File: src/rtl/can_tx_scheduler.sv
// Transmit-side scheduler for the CAN controller: holds NUM_MB mailboxes, launches the
// lowest-ID pending frame, and resolves success / arbitration loss / error with retry
// and abort handling. Optional watchdog in WAIT_RESULT under macro CAN_TX_TIMEOUT_EN.
module can_tx_scheduler #(
  parameter int unsigned NUM_MB      = 4,
  parameter int unsigned MAX_RETRY   = 8,
  parameter int unsigned TIMEOUT_CYC = 4096
) (
  input  logic              clk,
  input  logic              rst,
  input  logic              load_valid,
  input  logic [2:0]        load_idx,
  input  logic [10:0]       load_id,
  input  logic [3:0]        load_dlc,
  input  logic [7:0]        load_data,
  output logic              load_err,
  input  logic [NUM_MB-1:0] abort_req,
  output logic [NUM_MB-1:0] mb_pending,
  output logic [NUM_MB-1:0] mb_done,
  output logic [NUM_MB-1:0] mb_fail,
  input  logic              tx_ready,
  output logic              tx_start,
  output logic [10:0]       tx_id,
  output logic [3:0]        tx_dlc,
  output logic [7:0]        tx_data,
  input  logic              tx_done,
  input  logic              tx_ack_ok,
  input  logic              tx_arb_lost,
  output logic              busy
);

  typedef enum logic [1:0] {StIdle, StSelect, StLaunch, StWait} state_e;

  state_e            state_q, state_d;
  logic [10:0]       id_q    [NUM_MB];
  logic [10:0]       id_d    [NUM_MB];
  logic [3:0]        dlc_q   [NUM_MB];
  logic [3:0]        dlc_d   [NUM_MB];
  logic [7:0]        data_q  [NUM_MB];
  logic [7:0]        data_d  [NUM_MB];
  logic [3:0]        retry_q [NUM_MB];
  logic [3:0]        retry_d [NUM_MB];
  logic [NUM_MB-1:0] pending_q, pending_d, done_q, done_d, fail_q, fail_d;
  logic              inflight_q, inflight_d, abort_defer_q, abort_defer_d;
  logic [2:0]        cur_q, cur_d;
  logic [10:0]       tx_id_q, tx_id_d;
  logic [3:0]        tx_dlc_q, tx_dlc_d;
  logic [7:0]        tx_data_q, tx_data_d;
  logic              tx_start_q, tx_start_d, load_err_q, load_err_d;
`ifdef CAN_TX_TIMEOUT_EN
  logic [11:0]       wd_q, wd_d;
`endif

  logic [NUM_MB-1:0] load_hit, elig;
  logic              win_found;
  logic [2:0]        win_idx;
  logic [10:0]       win_id;
  logic [3:0]        win_dlc;
  logic [7:0]        win_data;
  logic              coll_valid;
  logic [2:0]        coll_idx;
  logic              res_ok, res_arb, res_err;
  logic [3:0]        retry_inc;

  // Decode load target; a same-cycle load to a mailbox overrides its abort.
  always_comb begin
    for (int i = 0; i < NUM_MB; i++) load_hit[i] = load_valid && (load_idx == 3'(i));
    elig = pending_q & ~(abort_req & ~load_hit);
  end

  // Arbitration: lowest ID wins, strict compare keeps the lower index on a tie.
  always_comb begin
    win_found = 1'b0;
    win_idx   = 3'd0;
    win_id    = 11'h7ff;
    win_dlc   = 4'd0;
    win_data  = 8'd0;
    for (int i = 0; i < NUM_MB; i++) begin
      if (elig[i] && (!win_found || id_q[i] < win_id)) begin
        win_found = 1'b1;
        win_idx   = 3'(i);
        win_id    = id_q[i];
        win_dlc   = dlc_q[i];
        win_data  = data_q[i];
      end
    end
  end

  // The SELECT winner already counts as in flight so a load cannot race its capture.
  always_comb begin
    coll_valid = inflight_q || (state_q == StSelect && win_found);
    coll_idx   = inflight_q ? cur_q : win_idx;
  end

  // Next-state: mailbox writes, aborts, FSM and attempt resolution.
  always_comb begin
    state_d       = state_q;
    id_d          = id_q;
    dlc_d         = dlc_q;
    data_d        = data_q;
    retry_d       = retry_q;
    pending_d     = pending_q;
    done_d        = '0;
    fail_d        = '0;
    inflight_d    = inflight_q;
    abort_defer_d = abort_defer_q;
    cur_d         = cur_q;
    tx_id_d       = tx_id_q;
    tx_dlc_d      = tx_dlc_q;
    tx_data_d     = tx_data_q;
    tx_start_d    = 1'b0;
    load_err_d    = load_valid && (({29'd0, load_idx} >= NUM_MB) ||
                                   (coll_valid && load_idx == coll_idx));
    res_ok        = 1'b0;
    res_arb       = 1'b0;
    res_err       = 1'b0;
    retry_inc     = 4'd0;
`ifdef CAN_TX_TIMEOUT_EN
    wd_d          = wd_q;
`endif

    for (int i = 0; i < NUM_MB; i++) begin
      if (load_hit[i] && !(coll_valid && coll_idx == 3'(i))) begin
        id_d[i]      = load_id;
        dlc_d[i]     = load_dlc;
        data_d[i]    = load_data;
        retry_d[i]   = 4'd0;
        pending_d[i] = 1'b1;
      end else if (abort_req[i] && pending_q[i]) begin
        if (coll_valid && coll_idx == 3'(i)) begin
          abort_defer_d = 1'b1;  // resolved when the attempt finishes
        end else begin
          pending_d[i] = 1'b0;
          fail_d[i]    = 1'b1;
        end
      end
    end

    unique case (state_q)
      StIdle: begin
        if (|pending_q) state_d = StSelect;
      end
      StSelect: begin
        if (win_found) begin
          cur_d      = win_idx;
          inflight_d = 1'b1;
          tx_id_d    = win_id;
          tx_dlc_d   = win_dlc;
          tx_data_d  = win_data;
          state_d    = StLaunch;
        end else begin
          state_d = StIdle;
        end
      end
      StLaunch: begin
        if (tx_ready) begin
          tx_start_d = 1'b1;
          state_d    = StWait;
`ifdef CAN_TX_TIMEOUT_EN
          wd_d       = 12'd0;
`endif
        end
      end
      StWait: begin
        if (tx_done) begin
          if (tx_ack_ok)        res_ok  = 1'b1;
          else if (tx_arb_lost) res_arb = 1'b1;
          else                  res_err = 1'b1;
        end
`ifdef CAN_TX_TIMEOUT_EN
        if (!tx_done) begin
          if ({20'd0, wd_q} >= TIMEOUT_CYC - 1) res_err = 1'b1;
          else                                  wd_d    = wd_q + 12'd1;
        end
`endif
      end
      default: state_d = StIdle;
    endcase

    if (res_ok || res_arb || res_err) begin
      for (int i = 0; i < NUM_MB; i++) begin
        if (3'(i) == cur_q) begin
          retry_inc = retry_q[i] + 4'd1;
          if (res_ok) begin
            pending_d[i] = 1'b0;
            done_d[i]    = 1'b1;
          end else begin
            if (res_err) retry_d[i] = retry_inc;
            if (abort_defer_q || abort_req[i] ||
                (res_err && {28'd0, retry_inc} >= MAX_RETRY)) begin
              pending_d[i] = 1'b0;
              fail_d[i]    = 1'b1;
            end
          end
        end
      end
      inflight_d    = 1'b0;
      abort_defer_d = 1'b0;
      state_d       = StIdle;
    end
  end

  // State registers with synchronous active-low reset.
  always_ff @(posedge clk) begin
    if (!rst) begin
      state_q       <= StIdle;
      for (int i = 0; i < NUM_MB; i++) begin
        id_q[i]    <= 11'd0;
        dlc_q[i]   <= 4'd0;
        data_q[i]  <= 8'd0;
        retry_q[i] <= 4'd0;
      end
      pending_q     <= '0;
      done_q        <= '0;
      fail_q        <= '0;
      inflight_q    <= 1'b0;
      abort_defer_q <= 1'b0;
      cur_q         <= 3'd0;
      tx_id_q       <= 11'd0;
      tx_dlc_q      <= 4'd0;
      tx_data_q     <= 8'd0;
      tx_start_q    <= 1'b0;
      load_err_q    <= 1'b0;
`ifdef CAN_TX_TIMEOUT_EN
      wd_q          <= 12'd0;
`endif
    end else begin
      state_q       <= state_d;
      id_q          <= id_d;
      dlc_q         <= dlc_d;
      data_q        <= data_d;
      retry_q       <= retry_d;
      pending_q     <= pending_d;
      done_q        <= done_d;
      fail_q        <= fail_d;
      inflight_q    <= inflight_d;
      abort_defer_q <= abort_defer_d;
      cur_q         <= cur_d;
      tx_id_q       <= tx_id_d;
      tx_dlc_q      <= tx_dlc_d;
      tx_data_q     <= tx_data_d;
      tx_start_q    <= tx_start_d;
      load_err_q    <= load_err_d;
`ifdef CAN_TX_TIMEOUT_EN
      wd_q          <= wd_d;
`endif
    end
  end

  assign mb_pending = pending_q;
  assign mb_done    = done_q;
  assign mb_fail    = fail_q;
  assign load_err   = load_err_q;
  assign tx_start   = tx_start_q;
  assign tx_id      = tx_id_q;
  assign tx_dlc     = tx_dlc_q;
  assign tx_data    = tx_data_q;
  assign busy       = (state_q != StIdle);

endmodule

File: config.mk
export PLATFORM = sky130hd
export DESIGN_NAME = can_tx_scheduler
export DESIGN_NICKNAME = d
export VERILOG_FILES = /design/src/rtl/can_tx_scheduler.sv
export SDC_FILE = /design/constraint.sdc
export NUM_CORES = 1
export LEC_CHECK = 0
export ABC_AREA = 1
export CORE_MARGIN = 1.5
export CORE_UTILIZATION = 45
export DETAILED_ROUTE_END_ITERATION = 6
export PLACE_DENSITY = 0.65
export SLEW_MARGIN = 20
export SYNTH_ARGS = -nofsm -noshare
export SYNTH_HDL_FRONTEND = slang
export SYNTH_SLANG_ARGS = --single-unit
File: constraint.sdc
create_clock -name clk -period 15.65 [get_ports clk]
set_clock_uncertainty 0.05 [all_clocks]
set_input_delay 1.565 -clock clk [delete_from_list [all_inputs] [get_ports clk]]
set_output_delay 1.565 -clock clk [all_outputs]
set_load 0.01 [all_outputs]
==> results.md <==
* GRT Residual Overflow at 0
* Share of cell area taken by muxes after synthesis at 0%
* Area added between synthesis and finish at 18.07%
* Min Clock Period, post-route at 9.496 ns
* Deepest clock path buffer count at 2
* Crit Reg-Reg Startpoint: mb_pending[0]$_SDFF_PN0_
* Global-route wire length before repair at 33.59 mm
* Max VDD drop at 0.07944 mV
* Most Frequent Cell on Critical Path: nand2_1
* Accumulated negative setup slack at 0 ns
* Hold buffer count at CTS at 0
* First-pass iteration count of the detailed router at 5
* Final antenna-violating net count at 0
* Leakage power of the design at 0.003680 uW
* Arithmetic-cell share of the synthesized area counting full adders, half adders and majority gates at 6.521%
* Post-route clock period utilization at 60.68%
* Count of maximum capacitance violations at 0
* Num ports at 75
* DRC violation total after the first TritonRoute iteration at 488
* CTS root buf: clkbuf_16
* Cell area after technology mapping at 0.007483 mm2
* Pwr/cell area at 104.8 mW/mm2
* Number of instances in the synthesized netlist at 1060
* Most Used Layer, Global Route: met2
* Core area at roughly 0.016 mm2
* Library cell with the highest instance count after synthesis: nor2_1
* Average footprint of a synthesized cell at 7.060 um2
* Sequential element share of the synthesized area at 40.39%
* Detail Placement HPWL at 13.41 mm
* Antenna diode count at 0
* Die outline area at 0.01741 mm2
* Fmax achieved at 105.3 MHz
* Share of synthesized flip-flops with an asynchronous set or reset at 0%
* CP Data Arrival Time at 9.81 ns
* Relative slew margins at between 30% and 40%
* Worst setup path start: load_idx[2]
* Final Max Tran Viols at 0
* Via Count at 7047
* Number of hold violations in the final report at 0
* Top FF cell, synth: dfxtp_1
* Net Count, Synth at 1136
* Height of the die at 132.0 um
* Area fraction of the dominant cell type after synthesis at 40.39%
* Top cell types by occurrence after synthesis: nor2_1 (229), nand2_1 (170), dfxtp_1 (151)
* Class of the worst hold path: reg2reg
* Global routing met2 resource utilization at 38.13%
* Status: finished clean
* Placement Rows at 46
* Number of setup buffers added after CTS at 0
* Yosys warning count at 0
* Floorplan die width at ~130 um
* Synth Area in Compound Gates at roughly 19%
* Initial antenna violation count at 0
* Tightest Pin Transition at 0.9725 ns
* Setup repair after global routing missed its margin: no
* Post-CTS clock slew at the launch and capture registers of the worst setup and hold paths at about 0.060 ns
* Final Power at 925.8 uW
* Pin count of the biggest net entering global routing at 106
* Number of buffer cells added on primary ports at 74
* DRC violation count after routing at 0
* Max FO, Critical Path at 50
* Fraction of final layout cells with drive strength greater than 1 at 5.914%
* Family with the most delay on the worst path: simple AND/OR/NAND/NOR gates
* Post-CTS resize count at 0
* Library cell contributing the largest single delay on the critical path: inv_2
* Final number of setup-violating endpoints at 0
* Worst Min Path Start: tx_id[5]$_SDFFE_PN0P_
* CTS sink cnt at 151
* Starting density of the core at a little under half
* Req. time, crit path at 15.97 ns
* CTS tree: built
* Combinational family with the most area after synthesis: simple AND/OR/NAND/NOR gates
* Clk Latency, worst-skew pair at 0.43 ns
* Vias in the first global route at between 6000 and 7000
* Met3 Resource Use GR at 4.729%
* Number of enable-type register cells in the synthesized netlist at 0
* Worst setup slack after placement at 5.815 ns
* Category of the worst setup path capture point: flop
* WS Path Type: in2reg
* Via density per instance at 5.291
* H-tree levels at 4
* Buffers plus inverters on the worst setup path at 4
* Register bit count reported by yosys at 151
* Final layout net count at 1179
* Cell type contributing the most total cell area after synthesis: dfxtp_1
* Number of clock buffers inserted by TritonCTS at 17
* Leading post-synthesis cells by cell area: dfxtp_1 (40%), nor2_1 (11%), o21ai_0 (8.8%)
* Final GP Congestion at 0.8861
* Basic-gate share of the synthesized area counting and, or, nand and nor cells at 26.78%
* XOR/XNOR Fraction of Synth Area at 0.7022%
* Routed WL per cell at 15.45 um
* Global-route track usage on met1 at 33.23%
* Sort of element at the start of the critical path: input pin
* Critical Path Max Stage Delay at slightly below 0.6 ns
* Overall routed net length at 20.58 mm
* Fin worst setup slack at between 6 and 7 ns
* All-Layer GR Usage at 24.17%
* Synth unique cells at 36
==> cells in the final DEF (no fill, tap or decap), types with 2 or more instances in the layout <==
master | synthesis | routed
or2_2 | 2 | 2
nor3_1 | 8 | 8
xor2_1 | 4 | 4
dfxtp_1 | 151 | 151
ha_1 | 39 | 39
clkdlybuf4s50_1 | 0 | 73
clkinv_4 | 0 | 4
o211ai_1 | 12 | 12
bufinv_16 | 0 | 3
nand2_1 | 170 | 170
a31oi_1 | 13 | 13
inv_6 | 0 | 3
inv_1 | 54 | 54
buf_4 | 9 | 3
nand4_1 | 10 | 10
a21oi_1 | 62 | 62
nor2_1 | 229 | 229
nor2_2 | 2 | 2
xnor2_1 | 2 | 2
o21ai_1 | 32 | 31
nand2_4 | 5 | 5
o21ai_0 | 132 | 132
clkbuf_16 | 0 | 17
clkinv_2 | 0 | 3
nand2_2 | 9 | 9
inv_2 | 7 | 7
clkinv_1 | 2 | 2
nand3_1 | 51 | 51
==> sequential cells by signal, indices dropped and copies added, names as in the netlist <==
register	cells
abort_defer_q	1
cur_q	2
data_q	32
dlc_q	16
id_q	44
inflight_q	1
load_err	1
mb_done	4
mb_fail	4
mb_pending	4
retry_q	16
state_q	2
tx_data	8
tx_dlc	4
tx_id	11
tx_start	1
==> cell families (layout without fill, tap and decap cells) <==
logic type	Yosys count	in the layout
xor+xnor	6	6
buf+inv	116	172
simple gates	487	487
compound gates	261	261
flops	151	151
fa+ha+maj	39	39
==> worst paths after layout <==
path / end / slack (ns) / depth (start not counted)
worst min-delay path: tx_id[5]$_SDFFE_PN0P_ / 0.41 / 2
worst max register to register: id_q[18]$_SDFFE_PN0P_ / 7.79 / 37
worst max-delay path: id_q[18]$_SDFFE_PN0P_ / 6.15 / 41
worst min register to register: tx_id[5]$_SDFFE_PN0P_ / 0.41 / 2
==> routing by layer <==
metal / vias to the layer above / wire length (um) / part of all wire, %
li1: 3600 / - / -
met3: 28 / 1005 / 4.9
met5: - / 0 / 0
met2: 170 / 9300 / 45
met1: 3249 / 9977 / 48
met4: 0 / 293 / 1.4
==> where the power goes <==
| group | internal [uW] | total (uW) | switching [uW] |
|---|---|---|---|
| combinational | 37.5 | 95.5 | 58.0 |
| clock | 252 | 423 | 171 |
| sequential | 397 | 407 | 9.63 |
==> stage by stage <==
step / hold slack, ns / instances / instance area [um2] / utilization, %
after floorplan: 0.3989 / 1060 / 7483 / -
after global placement: 0.4031 / 1300 / 8233 / 51.27
after detailed placement: 0.4046 / 1300 / 8233 / 51.27
after CTS: 0.4143 / 1332 / 8836 / 55.03
after global routing: 0.4302 / 1332 / 8836 / 55.03
final: 0.4122 / 1332 / 8836 / 55.03
==> worst register-to-register path: cells and delay by family, from the launching register on <==
kind / cells / cell delay (ns)
and+or+nand+nor: 23 / 3.41
AOI/OAI and AO/OA: 9 / 2.33
adders and majority gates: 3 / 0.89
buffers and inverters: 2 / 0.64
DFF: 1 / 0.46
==> cell type report <==
class	count	area [um2]
multi-input combinational	793	3945
sequential	151	3023
clock buffer	18	429.2
clock inverter	14	173.9
fill	1592	7222
timing repair buffer	77	758.2
inverter	63	236.5
tap	216	270.3
Power figures use the tool's default switching activity.
